<file path="config.mk">
export PLATFORM = sky130hd
export DESIGN_NAME = imm_ext_unit
export DESIGN_NICKNAME = d
export VERILOG_FILES = /design/src/rtl/imm_ext_pkg.sv /design/src/rtl/imm_ext_fifo.sv /design/src/rtl/imm_ext_unit.sv
export SDC_FILE = /design/constraint.sdc
export NUM_CORES = 1
export LEC_CHECK = 0
export CAP_MARGIN = 20
export CORE_MARGIN = 3
export CORE_UTILIZATION = 45
export DETAILED_ROUTE_END_ITERATION = 8
export DONT_BUFFER_PORTS = 1
export PLACE_DENSITY = 0.59
export SYNTH_ARGS = -nofsm -noshare
export SYNTH_HDL_FRONTEND = slang
export SYNTH_SLANG_ARGS = --single-unit
export TNS_END_PERCENT = 5
</file>
<file path="constraint.sdc">
create_clock -name clk -period 3.65 [get_ports clk]
set_input_delay 0.1825 -clock clk [delete_from_list [all_inputs] [get_ports clk]]
set_output_delay 0.1825 -clock clk [all_outputs]
set_load 0.01 [all_outputs]
</file>
<file path="src/rtl/imm_ext_pkg.sv">
// Shared definitions for the immediate extender: mode encodings and the legality check.
package imm_ext_pkg;

  localparam int MODE_W = 3;

  typedef enum logic [MODE_W-1:0] {
    ZERO  = 3'd0,
    SIGN  = 3'd1,
    UPPER = 3'd2,
    BROFF = 3'd3
  } mode3_t;

  // Codes 4-7 are reserved; only the low half of the code space is legal.
  function automatic logic is_legal_mode(input logic [MODE_W-1:0] mode);
    return (mode[MODE_W-1] == 1'b0);
  endfunction

endpackage

</file>
<file path="src/rtl/imm_ext_fifo.sv">
// Generic synchronous FIFO, any DEPTH >= 1; the read port shows the head entry, or the
// most recently popped entry when empty, so a drained FIFO keeps its output steady.
module imm_ext_fifo #(
  parameter int W     = 33,
  parameter int DEPTH = 2
) (
  input  logic                       clk,
  input  logic                       rst,
  input  logic                       push,
  input  logic [W-1:0]               push_data,
  input  logic                       pop,
  output logic [W-1:0]               rd_data,
  output logic                       empty,
  output logic [$clog2(DEPTH+1)-1:0] count
);

  localparam int CNT_W = $clog2(DEPTH + 1);
  localparam int PTR_W = (DEPTH > 1) ? $clog2(DEPTH) : 1;
  localparam logic [PTR_W-1:0] LAST_PTR = PTR_W'(DEPTH - 1);

  logic [W-1:0]     mem_q [DEPTH];
  logic [W-1:0]     mem_d [DEPTH];
  logic [PTR_W-1:0] wptr_q, wptr_d;
  logic [PTR_W-1:0] rptr_q, rptr_d;
  logic [CNT_W-1:0] cnt_q, cnt_d;
  logic [W-1:0]     last_q, last_d;

  function automatic logic [PTR_W-1:0] ptr_next(input logic [PTR_W-1:0] p);
    return (p == LAST_PTR) ? '0 : p + 1'b1;
  endfunction

  always_comb begin
    mem_d  = mem_q;
    wptr_d = wptr_q;
    rptr_d = rptr_q;
    cnt_d  = cnt_q;
    last_d = last_q;
    if (push) begin
      mem_d[wptr_q] = push_data;
      wptr_d        = ptr_next(wptr_q);
    end
    if (pop) begin
      last_d = mem_q[rptr_q];
      rptr_d = ptr_next(rptr_q);
    end
    case ({push, pop})
      2'b10:   cnt_d = cnt_q + 1'b1;
      2'b01:   cnt_d = cnt_q - 1'b1;
      default: cnt_d = cnt_q;
    endcase
  end

  // Control state and the held output value clear asynchronously; storage does not.
  always_ff @(posedge clk or posedge rst) begin
    if (rst) begin
      wptr_q <= '0;
      rptr_q <= '0;
      cnt_q  <= '0;
      last_q <= '0;
    end else begin
      wptr_q <= wptr_d;
      rptr_q <= rptr_d;
      cnt_q  <= cnt_d;
      last_q <= last_d;
    end
  end

  always_ff @(posedge clk) begin
    mem_q <= mem_d;
  end

  assign empty   = (cnt_q == '0);
  assign count   = cnt_q;
  assign rd_data = empty ? last_q : mem_q[rptr_q];

endmodule

</file>
<file path="src/rtl/imm_ext_unit.sv">
// Buffered immediate extender: combinational mode mux feeding a small result FIFO
// with valid/ready on both sides, between instruction decode and the ALU operand mux.
module imm_ext_unit
  import imm_ext_pkg::*;
#(
  parameter int IN_W  = 16,
  parameter int OUT_W = 32,
  parameter int DEPTH = 2
) (
  input  logic                       clk,
  input  logic                       rst,
  input  logic                       in_valid,
  output logic                       in_ready,
  input  logic [IN_W-1:0]            in_imm,
  input  logic [MODE_W-1:0]          in_mode,
  output logic                       out_valid,
  input  logic                       out_ready,
  output logic [OUT_W-1:0]           out_imm,
  output logic                       out_err,
  output logic [$clog2(DEPTH+1)-1:0] count
);

  localparam int CNT_W = $clog2(DEPTH + 1);
  localparam logic [CNT_W-1:0] DEPTH_C = CNT_W'(DEPTH);

  // Returns {err, operand}; illegal modes yield a zero operand with err set.
  function automatic logic [OUT_W:0] extend(input logic [IN_W-1:0]   imm,
                                            input logic [MODE_W-1:0] mode);
    logic signed [OUT_W-1:0] sext;
    logic        [OUT_W:0]   res;
    sext = {{(OUT_W-IN_W){imm[IN_W-1]}}, imm};
    res  = {1'b1, {OUT_W{1'b0}}};
    if (is_legal_mode(mode)) begin
      case (mode3_t'(mode))
        ZERO:    res = {1'b0, {(OUT_W-IN_W){1'b0}}, imm};
        SIGN:    res = {1'b0, sext};
        UPPER:   res = {1'b0, imm, {(OUT_W-IN_W){1'b0}}};
        BROFF:   res = {1'b0, sext <<< 2};
        default: res = {1'b1, {OUT_W{1'b0}}};
      endcase
    end
    return res;
  endfunction

  logic [OUT_W:0] ext_entry;
  logic [OUT_W:0] head_entry;
  logic           fifo_empty;
  logic           push;
  logic           pop;

  assign ext_entry = extend(in_imm, in_mode);

  // A pop in the same cycle frees a slot, hence the out_ready term.
  assign in_ready  = ~rst & ((count < DEPTH_C) | out_ready);
  assign out_valid = ~fifo_empty;
  assign push      = in_valid & in_ready;
  assign pop       = out_valid & out_ready;

  imm_ext_fifo #(
    .W     (OUT_W + 1),
    .DEPTH (DEPTH)
  ) u_fifo (
    .clk       (clk),
    .rst       (rst),
    .push      (push),
    .push_data (ext_entry),
    .pop       (pop),
    .rd_data   (head_entry),
    .empty     (fifo_empty),
    .count     (count)
  );

  assign {out_err, out_imm} = head_entry;

endmodule
</file>
==> results of run 1 <==
## power by group through the flow
| stage | Sequential [mW] | Combinational [mW] | Clock, mW |
|---|---|---|---|
| after floorplan | 1.66 | 1.08 | 0 |
| after global placement | 1.78 | 1.10 | 0 |
| after detailed placement | 1.80 | 1.12 | 0 |
| final | 1.77 | 1.10 | 0.640 |
| after CTS | 1.77 | 1.13 | 0.662 |
| after global routing | 1.81 | 1.24 | 0.707 |
## placed cells by master (no fill, tap or decap), drive strengths merged
| cell type | n |
|---|---|
| edfxtp | 66 |
| nor2 | 50 |
| a21oi | 48 |
| dfrtp | 37 |
| nand2 | 34 |
| o21ai | 34 |
| mux2i | 33 |
| a21o | 14 |
| nor2b | 11 |
| clkbuf | 10 |
| xnor2 | 5 |
| buf | 5 |
| inv | 5 |
| nor3b | 4 |
| clkinv | 4 |
| and2b | 3 |
| dlygate4sd3 | 2 |
| o211ai | 1 |
| o21a | 1 |
| and3 | 1 |
| or2 | 1 |
| and3b | 1 |
| mux2 | 1 |
| nand3b | 1 |
| and2 | 1 |
| ha | 1 |
## final cells by class
type	count	area, um2	area share, %
inverters	3	11.3	0.236
clock buffers	10	128	2.67
well taps	133	166	3.49
flip-flops and latches	103	2910	60.9
repair buffers	7	57.6	1.21
clock inverters	6	43.8	0.917
multi-input cells	245	1460	30.5
## worst paths after layout
check                                       start           endpoint  slack (ns)  cells past startpoint
worst max-delay path              u_fifo.count[0]        out_imm[27]        1.03                      4
worst max register to register    u_fifo.count[0]    u_fifo.count[1]        1.72                      6
worst min-delay path                          rst  u_fifo.last_q[31]        0.02                      2
max in group asynchronous                     rst      u_fifo.rptr_q        3.26                      2
min in group clk                       in_imm[14]   u_fifo.mem_q[63]        0.02                      1
worst min register to register  u_fifo.last_q[32]  u_fifo.last_q[32]        0.49                      2
## repair_timing
action	in CTS	in global routing
buffers inserted	0	0
hold buffers	2	0
endpoints found under the hold margin	8	0
## sequential cells by signal, indices dropped and copies added, names as in the netlist
name / flops
u_fifo.last_q: 33
u_fifo.count: 2
u_fifo.rptr_q: 1
u_fifo.mem_q: 66
u_fifo.wptr_q: 1
## logic make-up after synthesis
family                   synth area share (%)
AND/OR/NAND/NOR                          10.5
flip-flops                               64.1
AO/OA/AOI/OAI                            12.6
multiplexers                             7.54
buffers and inverters                    3.92
XOR/XNOR                                0.966
adder cells (fa/ha/maj)                 0.276
## metal layers
| layer | track usage (%) | up-vias | routed length, um |
|---|---|---|---|
| met5 | 0 | - | 0 |
| met4 | 7.86 | 0 | 215 |
| met3 | 5.10 | 15 | 642 |
| met2 | 26.3 | 68 | 4130 |
| met1 | 18.9 | 1253 | 3570 |
| li1 | - | 1311 | - |
==> results by group, run 1 <==
Status
  – Status: completed

Timing
  – Rel. slew slack: 31.6%
  – RSZ-0062 raised after global routing: no
  – # setup viols final: 0
  – Fin. Hold Viols: 0
  – Fin worst setup slack: 1.03 ns
  – Worst-Margin Slew: 1.03 ns
  – Final hold slack: 0.0170 ns
  – Final Skew: 0.0156 ns
  – Crit path time final: 2.62 ns
  – Setup TNS: 0 ns
  – F_max: 382 MHz
  – Final period utilization: 71.7%
  – Slew Viols, Final: 0

Place
  – GP Congestion: 0.714
  – Placed cell area: 0.00458 mm2
  – # port buffers: 0
  – DP Wirelength: 5.54 mm
  – Post-placement cell count: 489
  – Place WS: 1.43 ns

Final layout
  – Share of cells above drive strength 1: 9.63%
  – Core Util, Final: 48.8%
  – Cell Count, Final, Fillers Out: 507
  – Nets@finish: 393
  – Fill count: 882
  – Area growth syn-to-layout: 5.30%
  – Fin area: 0.00477 mm2
  – N_diodes: 0

Clocking
  – CTS max path bufs: 2
  – Clock sink count: 103
  – Worst-skew pair later-pin latency: 0.36 ns
  – Htree depth: 3
  – Clk root buf: clkbuf_8
  – TritonCTS clock tree: yes
  – CTS Buf Count: 9
  – Clock Pin Slew Worst Setup and Hold Paths: 0.10 ns
  – Resized Gates After CTS: 0

Pwr
  – Static leakage: 1.93 nW
  – Overall power: 3.51 mW
  – Peak supply drop: 0.259 mV
  – PwrDens: 735 mW/mm2
  – Comb pwr share: 31.4%
  – Clk pwr share: 18.2%
  – Psw: 1.33 mW
  – Net Sw Frac: 37.9%
  – Sequential share of power: 50.3%
  – P_int: 2.18 mW

Global route
  – Global-route wire length before repair: 13.9 mm
  – Vias in the first global route: 2641
  – Largest net degree at the start of global routing: 69
  – Grt ovf: 0
  – Gr usage total: 16.0%
  – Initial antenna violation count: 0

Detailed routing
  – WL/cell: 16.9 um
  – Iter 0 DRT Violations: 134
  – Detailed Routing Iterations Pass 1: 4
  – Residual DRC: 0
  – Final WL: 8.55 mm
  – Antenna-violating nets left: 0
  – Vias after detailed routing: 2647
  – Detailed-route vias per instance: 5.22

Synthesis
  – Cells after Synth: 379
  – Top cells by count, synth: edfxtp_1 (66), nor2_1 (50), a21oi_1 (38)
  – Register bit count reported by yosys: 103
  – Largest area contributor in the netlist: edfxtp_1
  – Most common cell in the netlist: edfxtp_1
  – Avg Cell Area, Syn: 12.0 um2
  – Synth Flop Type: edfxtp_1
  – Synthesized area: 0.00453 mm2
  – Share of the synthesized area in the top cell type: 43.7%
  – Post-synth EDFFs: 66
  – Asr flop ratio synth: 35.9%
  – Synth top area cells: edfxtp_1 (44%), dfrtp_1 (20%), mux2i_1 (7.3%), a21oi_1 (4.2%), nor2_1 (4.1%)
  – Synthesized net count: 403
  – Sequential element share of the synthesized area: 64.1%
  – YS warnings: 0
  – Distinct cells, synth: 30

Setup path
  – Critical path cell sequence: or2_2 > buf_4 > nor2_1 > a21oi_1
  – Setup Crit Path Kind: register to output port
  – CP Max Fanout: 49
  – Critical Path End Type: output port
  – Slowest-stage cell, CP: or2_2
  – CP required: 3.47 ns
  – Bufs and invs on worst path: 1
  – Startpoint types: register
  – Cell family with most CP delay: simple AND/OR/NAND/NOR gates
  – Critical path arrival: 2.43 ns
  – Max incr delay on CP: 0.85 ns

Floorplan
  – IO Pins: 60
  – Die height: 106 um
  – Die width: 106 um
  – Die area: 0.0113 mm2
  – Core area: 0.00977 mm2
  – Site Rows: 36
  – Starting density of the core: 46.4%

Job
  – MaxCap Viol Count: 0

Worst hold path
  – HP Class: primary input to asynchronous set/reset pin
Note: power is estimated with default switching activity, not from simulation.
==> run 2: changes to the inputs <==
--- a/config.mk
+++ b/config.mk
@@ -10,7 +10,7 @@
 export CORE_UTILIZATION = 45
 export DETAILED_ROUTE_END_ITERATION = 8
 export DONT_BUFFER_PORTS = 1
-export PLACE_DENSITY = 0.59
+export PLACE_DENSITY = 0.61
 export SYNTH_ARGS = -nofsm -noshare
 export SYNTH_HDL_FRONTEND = slang
 export SYNTH_SLANG_ARGS = --single-unit
==> constraint.sdc (replaced) <==
create_clock -name clk -period 2.3 [get_ports clk]
set_input_delay 0.115 -clock clk [delete_from_list [all_inputs] [get_ports clk]]
set_output_delay 0.115 -clock clk [all_outputs]
set_load 0.01 [all_outputs]
==> run 2 against run 1 <==
Against the previous run: wire length increased by 5.9%; non-clock buffer count increased by 17; worst hold slack improved by 0.0013 ns; critical path depth unchanged; setup slack got worse by 0.74 ns; sequential cell count unchanged; register-to-register slack got worse by 1.2 ns; die area unchanged; clock-buffer cell count decreased by 1; cell area increased by 4.9%; critical path type unchanged; critical endpoint is now out_imm[17].
==> results by group, run 2 (synthesized netlist as in run 1, its figures left out) <==
Status
  – Status: completed

Setup path
  – Setup Crit Path Kind: register to output port
  – Reg2reg setup slack: 0.52 ns (-1.20 ns)
  – Slowest-stage cell, CP: dfrtp_1
  – Max incr delay on CP: 0.54 ns (-0.31 ns)
  – Bufs and invs on worst path: 1 (unchanged)
  – CP required: 2.18 ns (-1.29 ns)
  – Critical Path End Type: output port
  – Critical path cell sequence: or2_4 > buf_12 > nor2_1 > a21oi_1
  – Startpoint types: register
  – Cell family with most CP delay: flip-flops
  – Critical path arrival: 1.89 ns (-0.54 ns)
  – CP Max Fanout: 38 (-22%)

Clocking
  – Clock Pin Slew Worst Setup and Hold Paths: 0.10 ns (about the same)
  – Clk root buf: clkbuf_8
  – Worst-skew pair later-pin latency: 0.37 ns (about the same)
  – TritonCTS clock tree: yes
  – Post-CTS Setup Inserts: 0 (unchanged)
  – CTS max path bufs: 2 (unchanged)
  – Htree depth: 3 (unchanged)
  – CTS Buf Count: 9 (unchanged)
  – Clock sink count: 103 (unchanged)

Place
  – GP Congestion: 0.760 (+6.4%)
  – DP Wirelength: 5.70 mm (+2.8%)
  – Place WS: 0.473 ns (-0.960 ns)
  – Post-placement cell count: 491 (+0.41%)
  – # port buffers: 0 (unchanged)

Timing
  – # setup viols final: 0 (unchanged)
  – Fin worst setup slack: 0.297 ns (-0.736 ns)
  – Slew Viols, Final: 0 (unchanged)
  – Final Skew: 0.0139 ns (-0.00172 ns)
  – Fin. Hold Viols: 0 (unchanged)
  – Worst-Margin Slew: 0.837 ns (-0.189 ns)
  – F_max: 499 MHz
  – Final period utilization: 87.1%
  – RSZ-0062 raised after global routing: no
  – Final hold slack: 0.0183 ns (+0.00133 ns)
  – Crit path time final: 2.00 ns
  – Rel. slew slack: 43.9% (+12 points)
  – Setup TNS: 0 ns (unchanged)

Final layout
  – Share of cells above drive strength 1: 10.7% (+1.1 points)
  – Cell Count, Final, Fillers Out: 524 (+3.4%)
  – Most common cell after layout, fill and taps aside: edfxtp_1
  – N_diodes: 0 (unchanged)
  – Most frequent cells in the layout: edfxtp_1 (66), nor2_1 (49), a21oi_1 (38)
  – Storage cell area: 0.00291 mm2 (unchanged)
  – Largest Register: u_fifo.mem_q
  – Largest register FFs: 66 (unchanged)
  – Fill count: 896 (+1.6%)
  – Multi-input gate area: 0.00147 mm2 (+0.60%)
  – Nets@finish: 410 (+4.3%)
  – Area growth syn-to-layout: 10.4%

Pwr
  – Peak supply drop: 0.529 mV (+100%)
  – Static leakage: 2.02 nW (+4.4%)
  – PwrDens: 1150 mW/mm2 (+56%)

Floorplan
  – Core area: 0.00977 mm2 (unchanged)
  – Die height: 106 um (unchanged)
  – Starting density of the core: 46.4% (unchanged)
  – Die width: 106 um (unchanged)
  – Die area: 0.0113 mm2 (unchanged)
  – Site Rows: 36 (unchanged)
  – IO Pins: 60 (unchanged)

Global route
  – Initial antenna violation count: 0 (unchanged)
  – Gr usage total: 16.7% (+0.66 points)
  – Grt ovf: 0 (unchanged)
  – Largest net degree at the start of global routing: 68 (-1.4%)
  – Global-route wire length before repair: 14.5 mm (+4.2%)
  – Vias in the first global route: 2757 (+4.4%)

Job
  – MaxCap Viol Count: 0 (unchanged)

Detailed routing
  – Final WL: 9.06 mm (+5.9%)
  – Residual DRC: 0 (unchanged)
  – Antenna-violating nets left: 0 (unchanged)
  – Detailed-route vias per instance: 5.27 (+0.89%)
  – Iter 0 DRT Violations: 110 (-18%)
  – Detailed Routing Iterations Pass 1: 4 (unchanged)
  – Vias after detailed routing: 2760 (+4.3%)
  – WL/cell: 17.3 um (+2.5%)

Worst hold path
  – HP Class: primary input to register
==> run 2: changes by cell type in the layout (fill, tap and decap cells not counted), moves of 2 or more <==
cell           change
clkinv_8           +2
dlygate4sd3_1     +15
buf_12             +2
clkinvlp_4         +2
==> run 2: metrics by stage <==
| step | instance area, um2 | utilization, % | total power [mW] |
|---|---|---|---|
| final | 5010 | 51.2 | 5.75 |
| after global routing | 5010 | 51.2 | 6.15 |
| after CTS | 5000 | 51.2 | 5.83 |
| after detailed placement | 4630 | 47.4 | 4.70 |
| after global placement | 4630 | 47.4 | 4.63 |
| after floorplan | 4550 | - | 4.36 |
==> run 2: worst register-to-register path, stage by stage, from the launching register on <==
cell      delay [ns]
dfrtp_1         0.49
inv_1           0.14
o211ai_1        0.23
nor2_4          0.13
buf_4           0.42
==> run 2: area by class of cell <==
| cell class | count | area share, % |
|---|---|---|
| inverter | 3 | 0.300 |
| clock buffer | 9 | 2.47 |
| timing repair buffer | 24 | 4.95 |
| sequential | 103 | 58.1 |
| clock inverter | 7 | 1.55 |
| multi-input combinational | 245 | 29.3 |
| tap | 133 | 3.32 |
==> run 2: power breakdown <==
| group | total (mW) | switching, mW | leakage [nW] | internal (mW) |
|---|---|---|---|---|
| Combinational | 1.91 | 1.23 | 0.855 | 0.684 |
| Clock | 1.11 | 0.678 | 0.0979 | 0.429 |
| Sequential | 2.73 | 0.300 | 1.07 | 2.43 |
| Total | 5.75 | 2.21 | 2.02 | 3.54 |
==> run 2: path summary, 6_finish.rpt <==
check	startpoint	endpoint	cells after the start
hold reg to reg	u_fifo.last_q[4]	u_fifo.last_q[4]	2
setup reg to reg	u_fifo.count[1]	u_fifo.mem_q[65]	4
setup / recovery	u_fifo.count[0]	out_imm[17]	4
max in group asynchronous	rst	u_fifo.rptr_q	3
hold / removal	in_imm[7]	u_fifo.mem_q[42]	2
min in group asynchronous	rst	u_fifo.last_q[24]	3
==> run 2: metal layers <==
layer / part of all wire [%] / track usage [%]
met1: 43 / 20.3
met2: 50 / 28.1
met3: 5.9 / 5.10
met4: 1.2 / 5.83
met5: 0 / 0
==> run 2: timing repair <==
item                       CTS  global route
hold endpoints to repair   103             0
resized for setup            0             1
hold buffers                17             0
setup endpoints to repair    0             9
